File: src/rtl/circuit_tt_sweeper_if.sv
// Bus between the truth-table sweeper and its requester / circuit under test.
// Optional compare signals exist only when TT_COMPARE_EN is defined.
interface circuit_tt_sweeper_if #(
  parameter int N_IN = 4
);
  localparam int W = 1 << N_IN;

  logic            start;
  logic [N_IN-1:0] x_out;
  logic            f_in;
  logic            busy;
  logic            done;
  logic [W-1:0]    tt;
  logic            tt_valid;
`ifdef TT_COMPARE_EN
  logic [W-1:0]    exp_tt;
  logic            mismatch;

  modport master (output start, f_in, exp_tt,
                  input  x_out, busy, done, tt, tt_valid, mismatch);
  modport slave  (input  start, f_in, exp_tt,
                  output x_out, busy, done, tt, tt_valid, mismatch);
`else
  modport master (output start, f_in,
                  input  x_out, busy, done, tt, tt_valid);
  modport slave  (input  start, f_in,
                  output x_out, busy, done, tt, tt_valid);
`endif
endinterface

File: src/rtl/circuit_tt_sweeper.sv
// Truth-table sweeper: walks x_out through 0..2**N_IN-1, holds each vector
// SETTLE+1 cycles, samples f_in in the last one and builds tt[v] = f(v).
// Optional feature macro: TT_COMPARE_EN (adds exp_tt compare -> mismatch).
module circuit_tt_sweeper #(
  parameter int N_IN   = 4,
  parameter int SETTLE = 2
) (
  input logic              clk,
  input logic              rst_n,
  circuit_tt_sweeper_if.slave bus
);
  localparam int W  = 1 << N_IN;
  localparam int CW = 4;
  localparam logic [CW-1:0] SETTLE_C = CW'(SETTLE);

  localparam logic [1:0] S_IDLE  = 2'd0;
  localparam logic [1:0] S_DRIVE = 2'd1;
  localparam logic [1:0] S_DONE  = 2'd2;

  logic [1:0]      state_q, state_d;
  // idx doubles as the driven vector: it is 0 at start and stays at all ones
  // after the sweep, exactly what x_out has to show.
  logic [N_IN-1:0] idx_q, idx_d;
  logic [CW-1:0]   cnt_q, cnt_d;
  logic [W-1:0]    tt_q, tt_d;
  logic            ttv_q, ttv_d;
`ifdef TT_COMPARE_EN
  logic            mm_q, mm_d;
`endif

  // Next-state: accept start in IDLE, count settle cycles, sample, finish.
  always_comb begin
    state_d = state_q;
    idx_d   = idx_q;
    cnt_d   = cnt_q;
    tt_d    = tt_q;
    ttv_d   = ttv_q;
`ifdef TT_COMPARE_EN
    mm_d    = mm_q;
`endif
    case (state_q)
      S_IDLE: begin
        if (bus.start) begin
          state_d = S_DRIVE;
          idx_d   = '0;
          cnt_d   = SETTLE_C;
          tt_d    = '0;
          ttv_d   = 1'b0;
`ifdef TT_COMPARE_EN
          mm_d    = 1'b0;
`endif
        end
      end
      S_DRIVE: begin
        if (cnt_q != '0) begin
          cnt_d = cnt_q - CW'(1);
        end else begin
          tt_d[idx_q] = bus.f_in;
          if (idx_q == {N_IN{1'b1}}) begin
            state_d = S_DONE;
            ttv_d   = 1'b1;
`ifdef TT_COMPARE_EN
            // Compare includes the sample taken this very cycle.
            mm_d    = (tt_d != bus.exp_tt);
`endif
          end else begin
            idx_d = idx_q + N_IN'(1);
            cnt_d = SETTLE_C;
          end
        end
      end
      S_DONE:  state_d = S_IDLE;
      default: state_d = S_IDLE;
    endcase
  end

  // State registers, async active-low reset discards any partial sweep.
  always_ff @(posedge clk or negedge rst_n) begin
    if (!rst_n) begin
      state_q <= S_IDLE;
      idx_q   <= '0;
      cnt_q   <= '0;
      tt_q    <= '0;
      ttv_q   <= 1'b0;
`ifdef TT_COMPARE_EN
      mm_q    <= 1'b0;
`endif
    end else begin
      state_q <= state_d;
      idx_q   <= idx_d;
      cnt_q   <= cnt_d;
      tt_q    <= tt_d;
      ttv_q   <= ttv_d;
`ifdef TT_COMPARE_EN
      mm_q    <= mm_d;
`endif
    end
  end

  assign bus.x_out    = idx_q;
  assign bus.busy     = (state_q == S_DRIVE);
  assign bus.done     = (state_q == S_DONE);
  assign bus.tt       = tt_q;
  assign bus.tt_valid = ttv_q;
`ifdef TT_COMPARE_EN
  assign bus.mismatch = mm_q;
`endif
endmodule

File: src/flat_wrapper.sv
// flat-port wrapper written by rule: the top's interface ports become plain ports
module circuit_tt_sweeper_flat 
#(
  parameter int N_IN   = 4,
  parameter int SETTLE = 2
)
  (clk, rst_n, bus_start, bus_f_in, bus_x_out, bus_busy, bus_done, bus_tt, bus_tt_valid);
  circuit_tt_sweeper_if #(.N_IN(N_IN)) bus_i ();
  input logic clk;
  input logic rst_n;
  input wire logic [$bits(bus_i.start)-1:0] bus_start;
  input wire logic [$bits(bus_i.f_in)-1:0] bus_f_in;
  output wire logic [$bits(bus_i.x_out)-1:0] bus_x_out;
  output wire logic [$bits(bus_i.busy)-1:0] bus_busy;
  output wire logic [$bits(bus_i.done)-1:0] bus_done;
  output wire logic [$bits(bus_i.tt)-1:0] bus_tt;
  output wire logic [$bits(bus_i.tt_valid)-1:0] bus_tt_valid;
  assign bus_i.start = bus_start;
  assign bus_i.f_in = bus_f_in;
  assign bus_x_out = bus_i.x_out;
  assign bus_busy = bus_i.busy;
  assign bus_done = bus_i.done;
  assign bus_tt = bus_i.tt;
  assign bus_tt_valid = bus_i.tt_valid;
  circuit_tt_sweeper #(.N_IN(N_IN), .SETTLE(SETTLE)) u_core (.clk(clk), .rst_n(rst_n), .bus(bus_i));
endmodule
File: config.mk
export PLATFORM = sky130hd
export DESIGN_NAME = circuit_tt_sweeper_flat
export DESIGN_NICKNAME = d
export VERILOG_FILES = /design/src/rtl/circuit_tt_sweeper_if.sv /design/src/rtl/circuit_tt_sweeper.sv /design/src/flat_wrapper.sv
export SDC_FILE = /design/constraint.sdc
export NUM_CORES = 1
export LEC_CHECK = 0
export ABC_AREA = 1
export BUFFER_PORTS_ARGS = -buffer_cell sky130_fd_sc_hd__buf_4
export CAP_MARGIN = 5
export CORE_MARGIN = 4
export CORE_UTILIZATION = 25
export DETAILED_ROUTE_END_ITERATION = 10
export HOLD_SLACK_MARGIN = 0.15
export PLACE_DENSITY = 0.52
export SETUP_SLACK_MARGIN = 0.02
export SLEW_MARGIN = 30
export SYNTH_ARGS = -nofsm -noshare
export SYNTH_HDL_FRONTEND = slang
export SYNTH_SLANG_ARGS = --single-unit
File: constraint.sdc
create_clock -name clk -period 1.3 [get_ports clk]
set_clock_uncertainty 0.1 [all_clocks]
set_input_delay 0.195 -clock clk [delete_from_list [all_inputs] [get_ports clk]]
set_output_delay 0.195 -clock clk [all_outputs]
set_load 0.05 [all_outputs]
[Yosys cells after proc, flatten, opt, wreduce, memory -nomap -nowiden]
Cells that the tools add are included.
Cells by class
  mux-type cells: 22
  reduce and logical (&&, ||, !) cells: 9
  order comparisons: 2
  equality and inequality tests: 8
  add/subtract/negate cells: 2
Operator list (number)
  $mux 16: 2
  $pmux 16 s2: 1
  $mux 4: 6
  $bwmux 16: 1
  $pmux 4 s2: 2
  $reduce_and 3->1: 3
  $reduce_and 4->1: 2
  $mux 2: 3
  $ne 2x2->1 const B: 3
  $lt 4x5->1 const B: 1
  $add 4x1->4 const B: 1
  $demux 1 s4: 1
  $eq 4x4->1 const B: 1
  $ge 4x1->1 const B: 1
  $mux 1: 4
  $pmux 2 s2: 1
  $reduce_bool 4->1: 1
  $sub 4x1->4 const B: 1
  $ne 3x2->1 const B: 1
  $eq 2x1->1 const B: 1
  $eq 2x2->1 const B: 1
  $logic_not 2->1: 1
  $ne 2x1->1 const B: 1
  $pmux 1 s2: 1
  other kinds (2): 2
Storage, ports and cells
  bits of input ports: 4
  bits in registers: 27
  word-level logic and storage cells: 48

[Depth between registers and ports, before layout]
  depth after elaboration: 7
  depth in mapped cells: 8
  depth with buffers taken out: 8

[Worst setup path after synthesis]
Ideal clock, no wire load.
  kind: reg2reg
  start point: reg u_core.idx_q[1], in the netlist u_core.bus.x_out[1]
  end point: reg u_core.cnt_q[1]
  library setup time: 0.065 ns
  cell stages (with the launch flop): 8
  arrival time: 1.553 ns
  setup slack: -0.418 ns
  path buffers: 0
  cells stage by stage: dfrtp_1 > ha_1 > nand3_1 > nor2_1 > nand2_1 > nand2_1 > nand2_1 > nand2_1
Between the ends
  longest elaborated chain between the ends: 3
Ends and longest elaborated chain
  from (decl): line circuit_tt_sweeper.sv:23  | logic [N_IN-1:0] idx_q, idx_d;
  from (signal assigned): line circuit_tt_sweeper.sv:90  | idx_q <= idx_d;
  $eq 4x4->1: line circuit_tt_sweeper.sv:59  | if (idx_q == {N_IN{1'b1}}) begin
  $ne 3x2->1 (no line)
  $reduce_and 3->1 (no line)
  to (signal assigned): line circuit_tt_sweeper.sv:91  | cnt_q <= cnt_d;
  to (decl): line circuit_tt_sweeper.sv:24  | logic [CW-1:0] cnt_q, cnt_d;
No other way between the ends.
A chain may end at the register's enable or synchronous reset.

[Worst setup path after layout]
  start point: reg u_core.state_q[0]
  end point: out bus_done
Between the ends
  longest elaborated chain between the ends: 1
Ends and longest elaborated chain
  from (decl): line circuit_tt_sweeper.sv:20  | logic [1:0] state_q, state_d;
  from (signal assigned): line circuit_tt_sweeper.sv:89  | state_q <= state_d;
  $eq 2x2->1: line circuit_tt_sweeper.sv:102  | assign bus.done = (state_q == S_DONE);
  to (decl): line flat_wrapper.sv:15  | output wire logic [$bits(bus_i.done)-1:0] bus_done;
No other way between the ends.

==> results_dict.tcl <==
set metrics [dict create \
    grt_use_total_pct 11.1 \
    netlist_instances 227 \
    die_w_um 91.3 \
    cp_max_fo 4 \
    yosysSeqAreaShare_pct 39.0 \
    io_buffers 26 \
    drc 0 \
    finalCritPeriodShare_pct 111 \
    core_um2 6760 \
    cts_buffers 3 \
    fin_crit_ns 1.44 \
    outcome "finished, violations left" \
    synthMostInstantiatedCell "nand2_1" \
    fin_util_pct 40.4 \
    finalWirelength_mm 4.66 \
    swShare_pct 47.4 \
    cts_max_level 1 \
    synth_fp_nets 237 \
    placed_cells_incl_taps 350 \
    synth-edff-count 0 \
    area_growth_pct 57.6 \
    clock_sinks 27 \
    rows 30 \
    multiInputGateArea_um2 1010 \
    p_int_mw 2.66 \
    ant_nets 0 \
    place_congestion 0.763 \
    clockPowerShare_pct 10.0 \
    worstHoldPathType "in2reg" \
    pre_cts_ws_ns -0.0793 \
    synth_largest_area_cell "dfrtp_1" \
    nNetsFinal 299 \
    worst_setup_path_start_kind "flip-flop" \
    clk_latency_ns 0.28 \
    drive_above_1_share_pct 43.1 \
    worstSetupPathType "reg2out" \
    worst_pin_slew_ns 0.358 \
    drv_slew 0 \
    drt_iter0_markers 99 \
    finalPower_mw 5.05 \
    ys_seq_elements 27 \
    final-hold-violation-count 0 \
    power_density_nw_per_um2 1850 \
    violations "setup timing" \
    rrSetupSlack_ns -0.12 \
    power_leakage_nw 1.47 \
    antenna_cells 0 \
    end_kind "output port" \
    required_ns 1.00 \
    yosys.area.top_type_share_pct 39.0 \
    die_h_um 91.3 \
    synth_area_um2 1730 \
    yosys-top-cells-count "nand2_1, inv_1, dfrtp_1" \
    relSlewSlack_pct 76.1 \
    first_global_vias 1603 \
    dp_hpwl_mm 2.97 \
    ys_top_cells_by_area "dfrtp_1, nand2_1, inv_1" \
    yosysUniqueCellTypes 20 \
    cts_root_buf "clkbuf_8" \
    clkTransAtPathRegs_ns 0.10 \
    clk_path_buf_depth 2 \
    fillCellCount 674 \
    rsz0062_at_grt "yes" \
    setup_violations 30 \
    synth_top_flop_cell "dfrtp_1" \
    via_per_inst 4.49 \
    power_frac_seq_pct 25.9 \
    dr.pass1.iters 4 \
    worst_slack_ns -0.137 \
    power.net_switching_mw 2.39 \
    postSynth.asyncResetShare_pct 100 \
    post_drt_wl_per_cell_um 12.7 \
    start_util_pct 25.6 \
    fmax_mhz 696 \
    drv_cap 0 \
    grt_max_degree 31 \
    register_area_um2 687 \
    overflow 0 \
    synth.yosys.warnings 0 \
    postSynthAreaPerCell_um2 7.63 \
    io-pin-count 27 \
    stdcell_count 368 \
    worstPathArrival_ns 1.14 \
    die-area_um2 8330 \
    ir_drop_mv 1.52 \
    antenna_found_initial 0 \
    grt_pass1_wl_mm 7.67 \
    combPwrFrac_pct 64.1 \
    cts_tree "built" \
    via_count 1652 \
]
[cell type report]
type / count / area share [%]
tap: 80 / 3.66
sequential: 27 / 25.1
inverter: 34 / 5.22
clock inverter: 1 / 0.183
clock buffer: 3 / 1.51
timing repair buffer: 68 / 27.4
multi-input combinational: 155 / 36.9
[state kept, by name, indices dropped and copies added (netlist names)]
signal / flops
u_core.bus.tt: 16
u_core.bus.tt_valid: 1
u_core.bus.x_out: 4
u_core.cnt_q: 4
u_core.state_q: 2
[power by group through the flow]
| stage | Combinational, mW | Clock (mW) | Sequential [mW] |
|---|---|---|---|
| floorplan | 1.30 | 0 | 1.95 |
| global placement | 2.74 | 0 | 1.37 |
| detailed placement | 2.76 | 0 | 1.37 |
| CTS | 3.09 | 0.523 | 1.30 |
| global route | 3.50 | 0.555 | 1.34 |
| finish | 3.24 | 0.504 | 1.31 |
[layout by cell type (no fill, tap or decap), types with 5 or more instances in the layout]
master	netlist	final
nand2_1	79	73
buf_4	3	43
inv_1	31	23
dfrtp_1	27	22
nand4_1	18	18
nand3_1	23	15
nand3_2	11	15
buf_6	5	8
inv_2	2	7
buf_8	1	6
nor2_1	8	5
ha_4	0	5
[critical path, stage by stage, from the launching register on]
cell and delay, ns:
dfrtp_2 0.47, buf_4 0.16, nor2_4 0.10, buf_8 0.15
[through the flow]
step	cell area (um^2)	hold WS, ns	setup TNS [ns]
2_1_floorplan	1870	-0.201	-2.01
3_3_place_gp	2300	0.0395	-1.50
3_5_place_dp	2300	0.0420	-1.54
4_1_cts	2580	0.230	-2.30
5_1_grt	2730	0.242	-5.14
6_report	2730	0.231	-2.61
[path summary, 6_finish.rpt]
check / start / end / cells after the start
max: u_core.state_q[0] / bus_done / 3
min: bus_f_in / u_core.bus.tt[15] / 5
max reg2reg: u_core.cnt_q[1] / u_core.bus.tt[1] / 8
min reg2reg: u_core.bus.tt[4] / u_core.bus.tt[4] / 2
max in group asynchronous: rst_n / u_core.bus.x_out[0] / 2
min in group asynchronous: rst_n / u_core.bus.x_out[3] / 2
[repair_timing]
action | CTS | global route
endpoints found under the hold margin | 27 | 0
gates resized for setup | 32 | 14
hold buffers | 1 | 0
setup endpoints to repair | 33 | 33
buffers inserted | 7 | 1
pin swaps | 15 | 3
cloned | 2 | 4
[cell families after synthesis]
logic type / count (synthesis) / synth area share (%)
buffers and inverters: 45 / 13.5
AND/OR/NAND/NOR: 142 / 40.3
flip-flops: 27 / 39.0
XOR/XNOR: 1 / 0.506
adder cells (fa/ha/maj): 6 / 4.33
AO/OA/AOI/OAI: 6 / 2.38
[per-layer routing]
layer / vias to the layer above / share of wire [%] / global-route usage (%)
met3: 4 / 4.2 / 2.40
met4: 0 / 0.97 / 2.26
met1: 766 / 47 / 14.9
met5: - / 0 / 0
li1: 853 / - / -
met2: 29 / 48 / 18.2
Note: power is estimated with default switching activity, not from simulation.
